### src/rtl/pong_text_writer.sv
// Writes the 16-char pong status line "Score:DD Ball:B " into the text tile RAM.
// Ports: clk, reset (async active-low), update/dig0/dig1/ball in,
//        wr_en/wr_ready/wr_addr/wr_data tile-RAM write port, busy/done status.
module pong_text_writer #(
    parameter int ROW  = 0,
    parameter int COL0 = 0
) (
    input  logic        clk,
    input  logic        reset,
    input  logic        update,
    input  logic [3:0]  dig0,
    input  logic [3:0]  dig1,
    input  logic [1:0]  ball,
    output logic        wr_en,
    input  logic        wr_ready,
    output logic [11:0] wr_addr,
    output logic [6:0]  wr_data,
    output logic        busy,
    output logic        done
);

    typedef enum logic [1:0] {
        S_IDLE,
        S_WRITE,
        S_DONE
    } state_t;

    localparam logic [4:0] ROW_F    = 5'(ROW);
    localparam logic [6:0] COL_BASE = 7'(COL0);

    state_t     state, state_n;
    logic [3:0] index, index_n;
    logic       pending, pending_n;
    logic       boot, boot_n;
    logic       load;
    logic [3:0] cap_d1, cap_d0;
    logic [1:0] cap_ball;
    logic [6:0] ch;
    logic [6:0] col;

    function automatic logic [6:0] digit(input logic [3:0] v);
        return (v > 4'd9) ? 7'h3F : (7'h30 + {3'b000, v});
    endfunction

    always_ff @(posedge clk or negedge reset) begin
        if (!reset) begin
            state    <= S_IDLE;
            index    <= 4'd0;
            pending  <= 1'b1;
            boot     <= 1'b1;
            cap_d1   <= 4'd0;
            cap_d0   <= 4'd0;
            cap_ball <= 2'd0;
        end else begin
            state   <= state_n;
            index   <= index_n;
            pending <= pending_n;
            boot    <= boot_n;
            if (load) begin
                cap_d1   <= dig1;
                cap_d0   <= dig0;
                cap_ball <= ball;
            end
        end
    end

    // The first pass after reset keeps the zeroed capture registers
    // unless a real update arrives in that same cycle.
    always_comb begin
        state_n   = state;
        index_n   = index;
        pending_n = pending;
        boot_n    = boot;
        load      = 1'b0;
        unique case (state)
            S_IDLE: begin
                if (update || pending) begin
                    state_n   = S_WRITE;
                    index_n   = 4'd0;
                    pending_n = 1'b0;
                    boot_n    = 1'b0;
                    load      = update || !boot;
                end
            end
            S_WRITE: begin
                if (update) pending_n = 1'b1;
                if (wr_ready) begin
                    if (index == 4'd15) state_n = S_DONE;
                    else index_n = index + 4'd1;
                end
            end
            S_DONE: begin
                if (update) pending_n = 1'b1;
                state_n = S_IDLE;
            end
            default: state_n = S_IDLE;
        endcase
    end

    always_comb begin
        ch = 7'h20;
        unique case (index)
            4'd0:  ch = 7'h53;
            4'd1:  ch = 7'h63;
            4'd2:  ch = 7'h6F;
            4'd3:  ch = 7'h72;
            4'd4:  ch = 7'h65;
            4'd5:  ch = 7'h3A;
            4'd6:  ch = digit(cap_d1);
            4'd7:  ch = digit(cap_d0);
            4'd8:  ch = 7'h20;
            4'd9:  ch = 7'h42;
            4'd10: ch = 7'h61;
            4'd11: ch = 7'h6C;
            4'd12: ch = 7'h6C;
            4'd13: ch = 7'h3A;
            4'd14: ch = 7'h30 + {5'b00000, cap_ball};
            4'd15: ch = 7'h20;
        endcase
    end

    assign col     = COL_BASE + {3'b000, index};
    assign wr_en   = (state == S_WRITE);
    assign busy    = (state != S_IDLE);
    assign done    = (state == S_DONE);
    assign wr_addr = wr_en ? {ROW_F, col} : 12'd0;
    assign wr_data = wr_en ? ch : 7'd0;

endmodule
### config.mk
export PLATFORM = sky130hd
export DESIGN_NAME = pong_text_writer
export DESIGN_NICKNAME = d
export VERILOG_FILES = /design/src/rtl/pong_text_writer.sv
export SDC_FILE = /design/constraint.sdc
export NUM_CORES = 1
export LEC_CHECK = 0
export CAP_MARGIN = 20
export CORE_MARGIN = 2
export CORE_UTILIZATION = 43
export CTS_CLUSTER_DIAMETER = 200
export DETAILED_ROUTE_END_ITERATION = 16
export PLACE_DENSITY = 0.76
export SYNTH_ARGS = -nofsm -noshare
export SYNTH_HDL_FRONTEND = slang
export SYNTH_SLANG_ARGS = --single-unit
### constraint.sdc
create_clock -name clk -period 1.61 [get_ports clk]
set_input_delay 0.2415 -clock clk [delete_from_list [all_inputs] [get_ports clk]]
set_output_delay 0.2415 -clock clk [all_outputs]
set_load 0.005 [all_outputs]
==> reports/metrics.cfg <==
[status]
outcome = finished, violations left
violations_in_the_final_reports = setup timing

[drt]
antenna_left = 0
drc_errors = 0
dr.first_iter.drc_count = 99
average_vias_per_placed_instance = 5.727
wl_per_cell_um = 18.62
detail_route.first_pass.iterations = 4
wirelength_mm = 4.767
total_vias_in_the_final_route = 1466

[yosys]
number_of_synthesized_flops_with_an_enable_pin = 0
syn_area_um2 = 1274
netlist_instances = 143
syn-mean-instance-area_um2 = 8.907
ys_warn_count = 0
ys_ff_latch = 18
synth_cell_type_count = 41
post-synth-top-area-fraction_pct = 31.43
dominantRegCellSynth = dfrtp_1
synth.yosys.seq_area_share_pct = 35.56
synth_cell_count_leaders = dfrtp_1 (16), o21ai_0 (13), a21oi_1 (12), nor2_1 (12), mux2_2 (10)
synth.top_cells.by_area = dfrtp_1 (31%), mux2_2 (8.8%), ha_1 (6.9%), o21ai_0 (5.1%), a21oi_1 (4.7%)
yosys.area.top_type = dfrtp_1
synthMostInstantiatedCell = dfrtp_1
async_reset_ff_share_pct = 100.0

[clocking]
clock_insertion_delay_worst_skew_ps = 300
tritoncts = built
clock_sinks = 18
cts_root_buffer = clkbuf_4
cts.reportedPaths.clkPinSlew_ps = 110
cts.path.max_buffers = 2
numCtsBuffers = 3
h_tree_levels = 1

[floorplan]
floorplan.initialDensity_pct = 45.79
top_level_ports = 36
design.die.area_um2 = 3413
floorplan.rows = 19
coreArea_um2 = 2781
die_y_um = 58.43
die_boundary_width_um = 58.43

[pwr]
cellPowerDensity_nw_per_um2 = 2178
leakage_power_figure_nw = 1.020
vdd.ir_drop.worst_uv = 1519

[timing]
final.period_utilization_pct = 132.6
period_minus_ws_final_ps = 2135
fmax_ghz = 0.4684
final.setup.worst_slack_ps = -524.7
grt_setup_unrepaired = true
final_clock_skew_ps = 5.311
timing_max_transition_violations_final = 0
finalHoldViolations = 0
finalSetupViolations = 12
hold_ws_ps = 180.6

[placed_design]
dpl.cell_count = 225
placed_area_um2 = 1758
place_congestion = 0.8021
place_hpwl_mm = 2.646
numPortBuffers = 27
place_worst_setup_slack_ps = -511.1

[setup_path]
crit_path_end_kind = output port
worst-endpoint-required_ps = 1370
startpoint_of_the_most_critical_register_to_register_path = index[1]
worst_path_max_delay_cell = dfrtp_2
cp.arrival_ps = 1890
timing.setup.critical_path_class = register to output port
cp-start-kind = register
path_max_fanout = 5
largest_stage_delay_worst_path_ps = 490
critPathLaunch = index[1]
crit_chain = ha_4 -> mux2_4 -> a22oi_2 -> buf_4 -> o221a_4 -> nor2_1 -> buf_2

[final_layout]
final_core_util_pct = 81.38
nets = 247
final_design_area_no_fill_um2 = 2263
drive_above_1_share_pct = 57.33
final_cells = 256
area_delta_synth_final_pct = 77.70
antenna_cells_inserted = 0

[worst_hold_path]
worst_hold_path_type = primary input to async pin

[global_route]
total_overflow_reported_by_the_global_router = 0
first_pass_grt_wire_length_mm = 6.893
grt_max_degree = 13
vias_in_the_first_global_route = 1484
antenna_found_initial = 0
gr_util_all_layers_pct = 27.04

[run]
count_of_max_cap_constraint_violations = 0

-- what timing repair did --
item | 4_1_cts | 5_1_grt
endpoints found under the setup margin | 29 | 25
hold buffers | 0 | 0
buffers inserted | 22 | 7
cloned | 1 | 0
pin swaps | 23 | 11
resized for setup | 110 | 27
-- cell type report --
| class | count | area, um2 |
|---|---|---|
| Clock buffer | 4 | 36.28 |
| Fill cell | 175 | 518.0 |
| Inverter | 9 | 46.29 |
| Multi-Input combinational cell | 108 | 960.9 |
| Sequential cell | 18 | 456.7 |
| Tap cell | 31 | 38.79 |
| Timing Repair Buffer | 86 | 724.4 |
-- cell families after synthesis --
logic type,count (synthesis),share of synthesized area [%]
simple gates,39,15.62
mux,12,10.41
compound gates,42,20.83
flops,18,35.56
other cells,1,0.2944
buf+inv,24,10.41
fa+ha+maj,7,6.876
-- sequential cells by signal (all words and copies together) (netlist names) --
signal	flops
cap_d0	4
cap_d1	4
index	4
cap_ball	2
state	2
boot	1
pending	1
-- power by group --
group / internal (W) / switching [W]
combinational: 0.00204 / 0.00165
sequential: 0.000674 / 0.000280
clock: 0.000138 / 0.000149
total: 0.00285 / 0.00208
-- placed cells by master, fill, tap and decap left out, drive strengths merged, types with 2 or more instances in the layout --
cell type,netlist,layout
buf,13,70
mux2i,2,2
a31oi,2,2
nor2,12,12
a21oi,12,12
dfstp,2,2
dfrtp,16,16
nand3,2,2
clkbuf,2,5
clkdlybuf4s50,0,13
o22ai,2,2
nand4,4,4
nor3,2,2
o21ai,13,13
nand2,8,8
mux2,10,10
ha,7,7
o21a,2,2
nand3b,2,2
and2,3,3
inv,8,8
conb,1,8
a22oi,2,2
-- final timing paths --
kind / cells past startpoint / slack [ps] / endpoint
min in group clk: 3 / 500 / cap_d1[0]
setup / recovery: 7 / -520 / wr_data[2]
hold reg to reg: 1 / 520 / boot
setup reg to reg: 7 / -100 / index[3]
hold / removal: 1 / 180 / cap_ball[0]
max in group asynchronous: 2 / 930 / index[1]
-- metal layers --
layer / part of all wire [%] / track usage, % / wire length [um] / up-vias
met3: 4.7 / 3.736 / 224 / 15
met4: 3.4 / 8.970 / 162 / 0
met2: 53 / 52.17 / 2529 / 65
met1: 39 / 29.94 / 1850 / 728
met5: 0 / 0 / 0 / -
li1: - / - / - / 658
-- critical path, delay by kind of cell, from the launching register on --
| family | cells | cell delay, ps |
|---|---|---|
| AO/OA/AOI/OAI | 2 | 320 |
| adder cells (fa/ha/maj) | 1 | 210 |
| buffers and inverters | 2 | 260 |
| flip-flops | 1 | 490 |
| multiplexers | 1 | 280 |
| AND/OR/NAND/NOR | 1 | 30 |
-- per-stage QoR --
stage	setup TNS (ps)	total power, W
after detailed placement	-5020	0.003260
after floorplan	0	0.002110
final	-3361	0.004929
after global placement	-3764	0.003153
after CTS	-3300	0.004392
after global routing	-4246	0.005226
(Power assumes the default switching activity.)
